File: src/rtl/ifu_fetch_fsm.sv
`default_nettype none
// ============================================================================
// Module   : ifu_fetch_fsm
// Brief    : Handshaked instruction fetch engine. Issues one memory request
//            at a time, registers the returned word with its PC, and offers
//            it to decode over valid/ready. Redirects may arrive in any
//            state, and responses made stale by a redirect are discarded.
// Revision : 1.0 - initial release
// ============================================================================
module ifu_fetch_fsm #(
  parameter int              XLEN     = 32,
  parameter int              INST_W   = 32,
  parameter logic [XLEN-1:0] RESET_PC = 32'h8000_0000,
  parameter int              PC_STEP  = 4,
  parameter int              CNT_W    = 32
) (
  input  logic              clk,
  input  logic              rst,
  input  logic              jump,
  input  logic [XLEN-1:0]   jump_pc,
  output logic              imem_req_valid,
  input  logic              imem_req_ready,
  output logic [XLEN-1:0]   imem_req_addr,
  input  logic              imem_rsp_valid,
  input  logic [INST_W-1:0] imem_rsp_data,
  input  logic              imem_rsp_err,
  output logic              inst_valid,
  input  logic              inst_ready,
  output logic [INST_W-1:0] inst,
  output logic [XLEN-1:0]   inst_pc,
  output logic              inst_fault,
  output logic [CNT_W-1:0]  fetch_cnt
);

  typedef enum logic [2:0] {
    ST_IDLE  = 3'd0,
    ST_REQ   = 3'd1,
    ST_WAIT  = 3'd2,
    ST_OUT   = 3'd3,
    ST_FLUSH = 3'd4
  } state_t;

  localparam logic [XLEN-1:0]  PC_INC  = XLEN'(PC_STEP);
  localparam logic [CNT_W-1:0] CNT_ONE = CNT_W'(1);

  state_t          state;
  logic [XLEN-1:0] pc;
  logic            req_fire;
  logic            inst_fire;

  // Handshake outputs decode straight from the registered state.
  assign imem_req_valid = (state == ST_REQ);
  assign inst_valid     = (state == ST_OUT);
  assign imem_req_addr  = pc;
  assign req_fire       = imem_req_valid & imem_req_ready;
  assign inst_fire      = inst_valid & inst_ready;

  // Fetch sequencer: request, wait for the word, present it, and absorb
  // the single stale response left behind by a redirect after acceptance.
  always_ff @(posedge clk) begin
    if (rst) begin
      state      <= ST_IDLE;
      pc         <= RESET_PC;
      inst       <= '0;
      inst_pc    <= '0;
      inst_fault <= 1'b0;
      fetch_cnt  <= '0;
    end else begin
      case (state)
        ST_IDLE: begin
          state <= ST_REQ;
          if (jump) pc <= jump_pc;
        end
        ST_REQ: begin
          if (jump) begin
            pc <= jump_pc;
            // An accepted request at the old address still owes a response.
            if (req_fire) state <= ST_FLUSH;
          end else if (req_fire) begin
            state <= ST_WAIT;
          end
        end
        ST_WAIT: begin
          if (jump) begin
            pc    <= jump_pc;
            state <= imem_rsp_valid ? ST_REQ : ST_FLUSH;
          end else if (imem_rsp_valid) begin
            state      <= ST_OUT;
            inst       <= imem_rsp_data;
            inst_pc    <= pc;
            inst_fault <= imem_rsp_err;
            pc         <= pc + PC_INC;
          end
        end
        ST_OUT: begin
          if (inst_fire) fetch_cnt <= fetch_cnt + CNT_ONE;
          if (inst_fire || jump) state <= ST_REQ;
          if (jump) pc <= jump_pc;
        end
        ST_FLUSH: begin
          if (jump) pc <= jump_pc;
          if (imem_rsp_valid) state <= ST_REQ;
        end
        default: state <= ST_IDLE;
      endcase
    end
  end

endmodule
`default_nettype wire

File: config.mk
export PLATFORM = sky130hd
export DESIGN_NAME = ifu_fetch_fsm
export DESIGN_NICKNAME = d
export VERILOG_FILES = /design/src/rtl/ifu_fetch_fsm.sv
export SDC_FILE = /design/constraint.sdc
export NUM_CORES = 1
export LEC_CHECK = 0
export CORE_MARGIN = 4
export CORE_UTILIZATION = 30
export CTS_BUF_LIST = sky130_fd_sc_hd__clkbuf_2
export CTS_CLUSTER_SIZE = 8
export DETAILED_ROUTE_END_ITERATION = 10
export PLACE_DENSITY = 0.66
export SLEW_MARGIN = 20
export SYNTH_ARGS = -nofsm -noshare
export SYNTH_HDL_FRONTEND = slang
export SYNTH_SLANG_ARGS = --single-unit
File: constraint.sdc
create_clock -name clk -period 1.93 [get_ports clk]
set_clock_uncertainty 0.05 [all_clocks]
set_input_delay 0.386 -clock clk [delete_from_list [all_inputs] [get_ports clk]]
set_output_delay 0.386 -clock clk [all_outputs]
set_load 0.005 [all_outputs]
==> metrics.cfg <==
[floorplan]
rows=51
die_y_microns=149
initial_utilization=0.306
coreArea_sq_um=19500
fp.dieW_microns=149
io_pins=202
dieArea_sq_um=22200

[clocking]
cts_tree=done
clkTransAtPathRegs_ns=0.22
cts_sinks=132
clk_latency_ns=0.71
htree_levels=4
cts_buffers=17
clockBufferDepth=2
root_buffer=clkbuf_2

[finish]
multi_input_area_sq_um=3370
nFillCells=1890
layout_commonest_cell=nand2_1
fin_cells=1361
drive_above_1_share=0.381
diodes=0
nets=1157
seqCellArea_sq_um=2860
area_delta_synth_final_pct=68.8
final_cell_mix=nand2_1 (159), buf_4 (122), dfxtp_2 (107)

[timing]
fmax_mhz=481
slew_headroom=0.665
setup_slack_ns=-0.148
period_share=1.08
worst_pin_slew_ns=0.503
post-route-min-period_ns=2.08
hold_viol=0
finalSetupViolCount=32
final_max_slew_viol_count=0
rsz0062_at_grt=yes

[drt]
ant_nets=0
wirelength_microns=22100
drt_iter0_drc=350
drt_pass1_iterations=5
via_per_inst=4.96
vias=6755
drcViolationCount=0
avgRoutedWirePerCell_microns=16.2

[placed_design]
place_ws_ns=-0.260
gp_congestion=0.843
hpwl_microns=14200
numPortBuffers=201
dp_cells=1263

[global_route]
grt_max_degree=49
grt_pass1_vias=6235
grt_usage=0.179
grt-ovfl-total=0
antenna_found_initial=0
grt_pass1_wl_microns=32000

[critical_path]
critPathMaxFanout=6
crit_path_top_delay_cell=or4_1
crit_type=flip-flop to flip-flop
cp_common_cell=buf_6
path_cells=buf_6 > buf_4 > mux2i_4 > or2_4 > buf_6 > or4_1 > a31oi_1
r2r_cells=7
critPathCaptureType=flip-flop
rrSetupSlack_ns=-0.15
startpoint=state[0]
crit_required_ns=2.52
cp-endpoint=imem_req_addr[28]
worstReg2RegEnd=imem_req_addr[28]
rr_startpoint=state[0]
max_stage_delay_ns=0.49
crit_arrival_ns=2.67
critPathLaunchType=flip-flop

[logic_synthesis]
synth-edff-count=0
synth_ff_type=dfxtp_1
ys_seq_area_frac=0.443
async_reset_ff_frac=0
syn-num-nets=832
yosysWarnings=0
synth_cell_types=72
yosysTopAreaCell=dfxtp_1
synth-seq-cells=132
synth_top_area_frac=0.443
synth_area_leaders=dfxtp_1 (44%), nand2_1 (10%), a21oi_1 (8.0%), xnor2_1 (3.4%), nor2_1 (3.3%)
avgSynthCellArea_sq_um=7.86
synthesis.instances=759
netlist_area_sq_um=5970

[power_and_ir_drop]
vdd_ir_drop_max_mv=0.265
power_density_nw_per_um2=517
p_leak_nw=4.15

[job]
maxCapViolations=0

[outcome]
outcome=finished with violations
violations=setup timing

[worst_hold_path]
min_path_type=input port to flip-flop

==> state kept, by name, indices dropped and copies added, names as in the netlist <==
register	cells
fetch_cnt	32
imem_req_addr	32
inst	32
inst_fault	1
inst_pc	32
state	3
==> cell type report <==
cell class / instances / share of cell area
Multi-Input combinational cell: 560 / 0.334
Inverter: 11 / 0.00410
Sequential cell: 132 / 0.283
Tap cell: 265 / 0.0329
Clock buffer: 20 / 0.00994
Timing Repair Buffer: 362 / 0.327
Clock inverter: 11 / 0.00869
==> power by group <==
part / internal [mW] / switching (mW)
Combinational: 0.486 / 0.406
Sequential: 2.78 / 0.0420
Clock: 0.455 / 1.04
==> critical path, delay by kind of cell (launching register included) <==
kind                   cells  cell delay [ns]
AOI/OAI and AO/OA          1             0.18
muxes                      1             0.19
DFF                        1             0.39
and+or+nand+nor            2             0.80
buffers and inverters      3             0.41
==> metal layers <==
metal	part of all wire	global-route usage
met5	0	0
met4	0.015	0.0467
met3	0.072	0.0501
met2	0.49	0.302
met1	0.42	0.227
==> cell usage after synthesis, types with 3 or more instances <==
| master | count |
|---|---|
| a211oi_1 | 5 |
| a21oi_1 | 95 |
| a22oi_1 | 5 |
| a31oi_1 | 6 |
| and2_1 | 3 |
| and3_1 | 7 |
| and4_1 | 5 |
| buf_1 | 6 |
| buf_2 | 9 |
| clkbuf_1 | 40 |
| dfxtp_1 | 132 |
| inv_1 | 11 |
| mux2i_1 | 6 |
| nand2_1 | 162 |
| nand2b_1 | 5 |
| nand3_1 | 26 |
| nand4_1 | 18 |
| nor2_1 | 52 |
| nor3_1 | 20 |
| nor4_1 | 13 |
| nor4b_1 | 3 |
| o21ai_0 | 28 |
| o21ai_1 | 5 |
| o22ai_1 | 3 |
| o31ai_1 | 5 |
| or3_1 | 5 |
| or4_1 | 3 |
| xnor2_1 | 23 |
| xor2_1 | 3 |
==> per-stage QoR <==
stage / utilization / hold slack (ns) / total power, mW / instance area (sq um) / setup TNS (ns)
2_1_floorplan: - / 0.403 / 3.17 / 6000 / 0
5_1_grt: 0.516 / 0.0392 / 5.48 / 10100 / -6.27
4_1_cts: 0.487 / 0.0536 / 5.19 / 9500 / -0.527
3_5_place_dp: 0.456 / 0.396 / 3.65 / 8910 / -17.88
6_report: 0.516 / 0.151 / 5.21 / 10100 / -1.31
3_3_place_gp: 0.456 / 0.391 / 3.64 / 8910 / -13.32
==> what timing repair did <==
item	4_1_cts	5_1_grt
pin swaps	2	29
resized for setup	362	107
hold endpoints to repair	14	0
hold buffers	1	0
cloned	0	12
setup buffers	47	11
endpoints found under the setup margin	131	89
==> cells by family (layout without fill, tap and decap cells) <==
family / count (synthesis) / after routing / synth area share
simple gates: 343 / 343 / 0.274
mux: 9 / 9 / 0.0157
fa+ha+maj: 2 / 2 / 0.00419
xor+xnor: 26 / 26 / 0.0381
flops: 132 / 132 / 0.443
compound gates: 180 / 180 / 0.180
buf+inv: 67 / 404 / 0.0453
==> worst min-delay path by stage <==
| stage | start | to | slack (ns) | cells after the start |
|---|---|---|---|---|
| 2_1_floorplan | inst[0] | inst[0] | 0.40 | 2 |
| 3_3_place_gp | inst[2] | inst[2] | 0.39 | 2 |
| 3_5_place_dp | inst_pc[5] | inst_pc[5] | 0.40 | 2 |
| 4_1_cts | imem_rsp_data[8] | inst[8] | 0.05 | 3 |
| 5_1_grt | imem_rsp_data[17] | inst[17] | 0.04 | 3 |
| 6_report | imem_rsp_data[8] | inst[8] | 0.15 | 3 |
Power figures use the tool's default switching activity.
==> patch 1 (config.mk and constraints unchanged) <==
Set the parameter `RESET_PC` to 32'h40000000 (it was 32'h8000_0000).
--- a/src/rtl/ifu_fetch_fsm.sv
+++ b/src/rtl/ifu_fetch_fsm.sv
@@ -12,3 +12,3 @@
   parameter int              INST_W   = 32,
-  parameter logic [XLEN-1:0] RESET_PC = 32'h8000_0000,
+  parameter logic [XLEN-1:0] RESET_PC = 32'h40000000,
   parameter int              PC_STEP  = 4,
Function: changed (Yosys sat finds a counterexample within 4 cycles, from zero or initial values and one cycle with rst high).
==> patch 1 against the original RTL <==
First-iteration DRC count decreased by 27%; wire length decreased by 4.6%; via count decreased by 3.6%; cell area decreased by 5.2%; sequential cell count unchanged; setup slack improved by 0.16 ns; largest power group unchanged; total power increased by 5.9%; largest cell class unchanged; synthesized area decreased by 2.2%; global-route usage increased by 0.72 points.
==> patch 1: results (changes against the original RTL) <==
run_status:
  status: "completed"  # was complete, but fails checks
power_and_ir_drop:
  irDropWorstVdd_uv: 304  # was 265 uV
  p_leak_uw: 0.00408  # was 0.00415 uW
layout:
  num-nonclk-buffers: 337  # was 362
  comb.multi_input.count: 550  # was 560
  nFlopsAndLatches: 132  # unchanged
  multiInputGateArea_mm2: 0.00316  # was 0.00337 mm^2
  final_core_util_pct: 50.6  # was 51.6%
  regArea_mm2: 0.00284  # was 0.00286 mm^2
  num_antenna_cells: 1  # was 0
  clock_buffers: 18  # was 20
  clockNetworkAreaShare_pct: 2.65  # was 1.86%
  inv_count: 10  # was 11
  final-nonclk-buf-share_pct: 30.7  # was 32.7%
  nets: 1121  # was 1157
  drive_above_1_share_pct: 33.8  # was 38.1%
  fill_cells: 1874  # was 1890
min_path:
  hold_end: "fetch_cnt[27]"  # was inst[8]
  min_from: "rst"  # was imem_rsp_data[8]
sta:
  post-route-min-period_ns: 1.92  # was 2.08 ns
  whs_ns: 0.154  # was 0.151 ns
  maxSlewHeadroom_pct: 71.2  # was 66.5%
synth:
  syn_inst: 744  # was 759
  synth.area.top_cells: "dfxtp_1 (45%), nand2_1 (11%), a21oi_1 (7.9%)"  # was dfxtp_1 (44%), nand2_1 (10%), a21oi_1 (8.0%)
  ys_types: 59  # was 72
  yosysSeqAreaShare_pct: 45.3  # was 44.3%
  syn_nets: 817  # was 832
  synth_common_cells: "nand2_1 (169), dfxtp_1 (132), a21oi_1 (92), nor2_1 (52), clkbuf_1 (34)"  # was nand2_1 (162), dfxtp_1 (132), a21oi_1 (95), nor2_1 (52), clkbuf_1 (40)
placement:
  place_ws_ns: -0.426  # was -0.260 ns
  dpl.cell_count: 1249  # was 1263
  dp_hpwl_mm: 14.6  # was 14.2 mm
  dpl-instance-area_mm2: 0.00880  # was 0.00891 mm^2
  gp_congestion: 0.812  # was 0.843
routing:
  routed_wl_mm: 21.1  # was 22.1 mm
  wirelength_met1_mm: 9.52  # was 9.31 mm
  drt_iter0_drc: 254  # was 350
  wl_met3_mm: 1.20  # was 1.60 mm
  maxUsedRoutingLayer: "met4"  # unchanged
  vias: 6515  # was 6755
  dr_wl_met2_mm: 9.93  # was 10.8 mm
  vias_per_cell: 4.93  # was 4.96
global_route:
  grt_util_met1_pct: 24.8  # was 22.7%
  grt_usage_pct: 18.6  # was 17.9%
  grt_pass1_vias: 6164  # was 6235
  grt_start_max_net_pins: 67  # was 49
  grt_use_met3_pct: 3.46  # was 5.01%
  grt_antenna_before_repair: 1  # was 0
  met2_usage_pct: 30.2  # about the same
  grt_pass1_wl_mm: 32.9  # was 32.0 mm
worst_setup_path:
  arrival_ns: 1.48  # was 2.67 ns
  critPathLaunch: "state[2]"  # was state[0]
  path_max_fanout: 3  # was 6
  cp-endpoint: "inst_valid"  # was imem_req_addr[28]
  reg2reg_from: "imem_req_addr[12]"  # was state[0]
  r2r_slack_ns: 0.06  # was -0.15 ns
clock_tree:
  path_clk_slew_ns: 0.19  # was 0.22 ns
  ctsHoldBuffers: 0  # was 1
  clock_latency_ns: 0.70
==> patch 1: timing repair <==
action                                  CTS  global route
endpoints found under the setup margin  137            61
cloned                                    0             0
pin swaps                                 4            12
buffers inserted                         39             5
gates resized for setup                 358            45
==> patch 1: power by group <==
group | switching, uW | leakage (uW) | internal (uW)
clock | 1110 | 0.000157 | 721
combinational | 391 | 0.00280 | 447
sequential | 55.5 | 0.00113 | 2790
==> patch 1: cells by family (layout without fill, tap and decap cells) <==
logic type | count (synthesis) | in the layout | share of synthesized area [%]
AO/OA/AOI/OAI | 170 | 170 | 17.3
XOR/XNOR | 28 | 28 | 4.20
adder cells (fa/ha/maj) | 2 | 2 | 0.428
buffers and inverters | 62 | 379 | 4.26
flip-flops | 132 | 132 | 45.3
multiplexers | 2 | 2 | 0.343
other | 0 | 1 | 0
AND/OR/NAND/NOR | 348 | 348 | 28.2
==> patch 1: critical path, stage by stage (launching register included) <==
cell and delay, ns:
dfxtp_2 0.37, buf_6 0.11, and3b_1 0.22, buf_2 0.12
==> patch 2 (config.mk and constraints unchanged) <==
Made on the original files. Put one more register stage on the output `fetch_cnt`. The value now appears one clock later. The other outputs are not delayed to match.
--- a/src/rtl/ifu_fetch_fsm.sv
+++ b/src/rtl/ifu_fetch_fsm.sv
@@ -45,2 +45,4 @@
 
+  logic [CNT_W-1:0] fetch_cnt_s0;
+
   state_t          state;
@@ -66,3 +68,3 @@
       inst_fault <= 1'b0;
-      fetch_cnt  <= '0;
+      fetch_cnt_s0 <= '0;
     end else begin
@@ -95,3 +97,3 @@
         ST_OUT: begin
-          if (inst_fire) fetch_cnt <= fetch_cnt + CNT_ONE;
+          if (inst_fire) fetch_cnt_s0 <= fetch_cnt_s0 + CNT_ONE;
           if (inst_fire || jump) state <= ST_REQ;
@@ -108,2 +110,6 @@
 
+  always_ff @(posedge clk) begin
+    fetch_cnt <= fetch_cnt_s0;
+  end
+
 endmodule
Formal check against the unedited RTL: not equivalent (a bounded check fails within 10 cycles, from zero or initial values and one cycle with rst high).
==> patch 2 against the original RTL <==
The run still ends with setup timing left; total power is 22% higher; non-clock buffer count is 3 higher; critical path depth stayed put; clock power is 20% higher; first-iteration DRC count is 68% higher; via count is 12% higher; synthesized cell count is 7.8% higher; largest cell class unchanged; die area is 16% higher; cell area is 7.5% higher; setup slack better by 0.050 ns; largest power group unchanged; sequential cell count is 32 higher; synthesized area is 17% higher; wire length is 11% higher; critical endpoint is now imem_req_addr[24].
==> patch 2: results (changes against the original RTL) <==
routing:
  dr_wl_met2_mm: 11.7  # was 10.8 mm
  routed_wl_mm: 24.5  # was 22.1 mm
  drt_iter0_drc: 587  # was 350
  vias: 7587  # was 6755
  wl_met3_mm: 1.75  # was 1.60 mm
run_status:
  status: "complete, but fails checks"  # unchanged
  violations: "setup timing"  # unchanged
power_and_ir_drop:
  irDropWorstVdd_uv: 289  # was 265 uV
  intPower_uw: 4490  # was 3720 uW
die:
  design.core.area_mm2: 0.0227  # was 0.0195 mm^2
sta:
  whs_ns: 0.128  # was 0.151 ns
  maxSlewHeadroom_pct: 58.0  # was 66.5%
  setup_slack_ns: -0.0979  # was -0.148 ns
  setup-violations-final: 8  # was 32
clock_tree:
  post-cts-setup-buffers: 24  # was 47
  path_clk_slew_ns: 0.29  # was 0.22 ns
global_route:
  grt_pass1_vias: 6980  # was 6235
  grt_antenna_before_repair: 1  # was 0
  grt_use_met3_pct: 4.34  # was 5.01%
  grt_start_max_net_pins: 58  # was 49
  grt_util_met1_pct: 23.6  # was 22.7%
placement:
  dp_hpwl_mm: 17.4  # was 14.2 mm
  gp_congestion: 0.894  # was 0.843
  dpl-instance-area_mm2: 0.0101  # was 0.00891 mm^2
  place_ws_ns: -0.444  # was -0.260 ns
layout:
  drive_above_1_share_pct: 33.0  # was 38.1%
  nets: 1215  # was 1157
worst_setup_path:
  path_max_fanout: 3  # was 6
  critPathLaunch: "imem_req_addr[2]"  # was state[0]
  arrival_ns: 2.60  # was 2.67 ns
synth:
  yosysSeqAreaShare_pct: 47.2  # was 44.3%
## patch 2: changes by cell type after synthesis, moves of 6 or more
cell and delta:
nand4_1 +6, nor2b_1 +6, clkbuf_1 -11, dfxtp_1 +32
nor2_1 -29, a21oi_1 +10, nor3_1 -6, o31ai_1 +16
o311ai_0 +7, buf_2 +11, and4_1 +8, xnor2_1 -21
o21ai_0 -10, or4_1 +21
## patch 2: final cells by class
type	instances	area (um^2)	area share (%)
tap	285	357	3.29
clock buffer	17	85.1	0.785
multi-input combinational	581	3580	33.1
sequential	164	3450	31.9
inverter	13	48.8	0.451
antenna	1	2.50	0.0231
clock inverter	15	131	1.21
timing repair buffer	365	3170	29.3
## patch 2: logic make-up (layout without fill, tap and decap cells)
group / count (synthesis) / in the layout / share of synthesized area, %
multiplexers: 8 / 8 / 1.21
other: 0 / 1 / 0
XOR/XNOR: 9 / 9 / 1.13
adder cells (fa/ha/maj): 2 / 2 / 0.360
flip-flops: 164 / 164 / 47.2
AND/OR/NAND/NOR: 352 / 352 / 26.6
buffers and inverters: 73 / 410 / 4.51
AO/OA/AOI/OAI: 210 / 210 / 19.0
## patch 2: final timing paths
kind | endpoint | cells past startpoint
min reg2reg | fetch_cnt[8] | 0
min | inst_fault | 3
max reg2reg | imem_req_addr[24] | 7
max | imem_req_addr[24] | 7
## patch 2: power groups by stage
stage               clock network [uW]  logic (uW)  registers, uW
floorplan                            0         320           3620
finish                            1790        1010           3550
global route                      2010        1080           3560
global placement                     0         935           3610
CTS                               1860         960           3540
detailed placement                   0         940           3610
## patch 2: worst max-delay path: stages (launching register included)
cell and delay (ns):
dfxtp_2 0.42, buf_6 0.10, ha_4 0.12, and4_4 0.22, nand4_1 0.19, buf_4 0.22
or4_4 0.51, o211ai_1 0.11
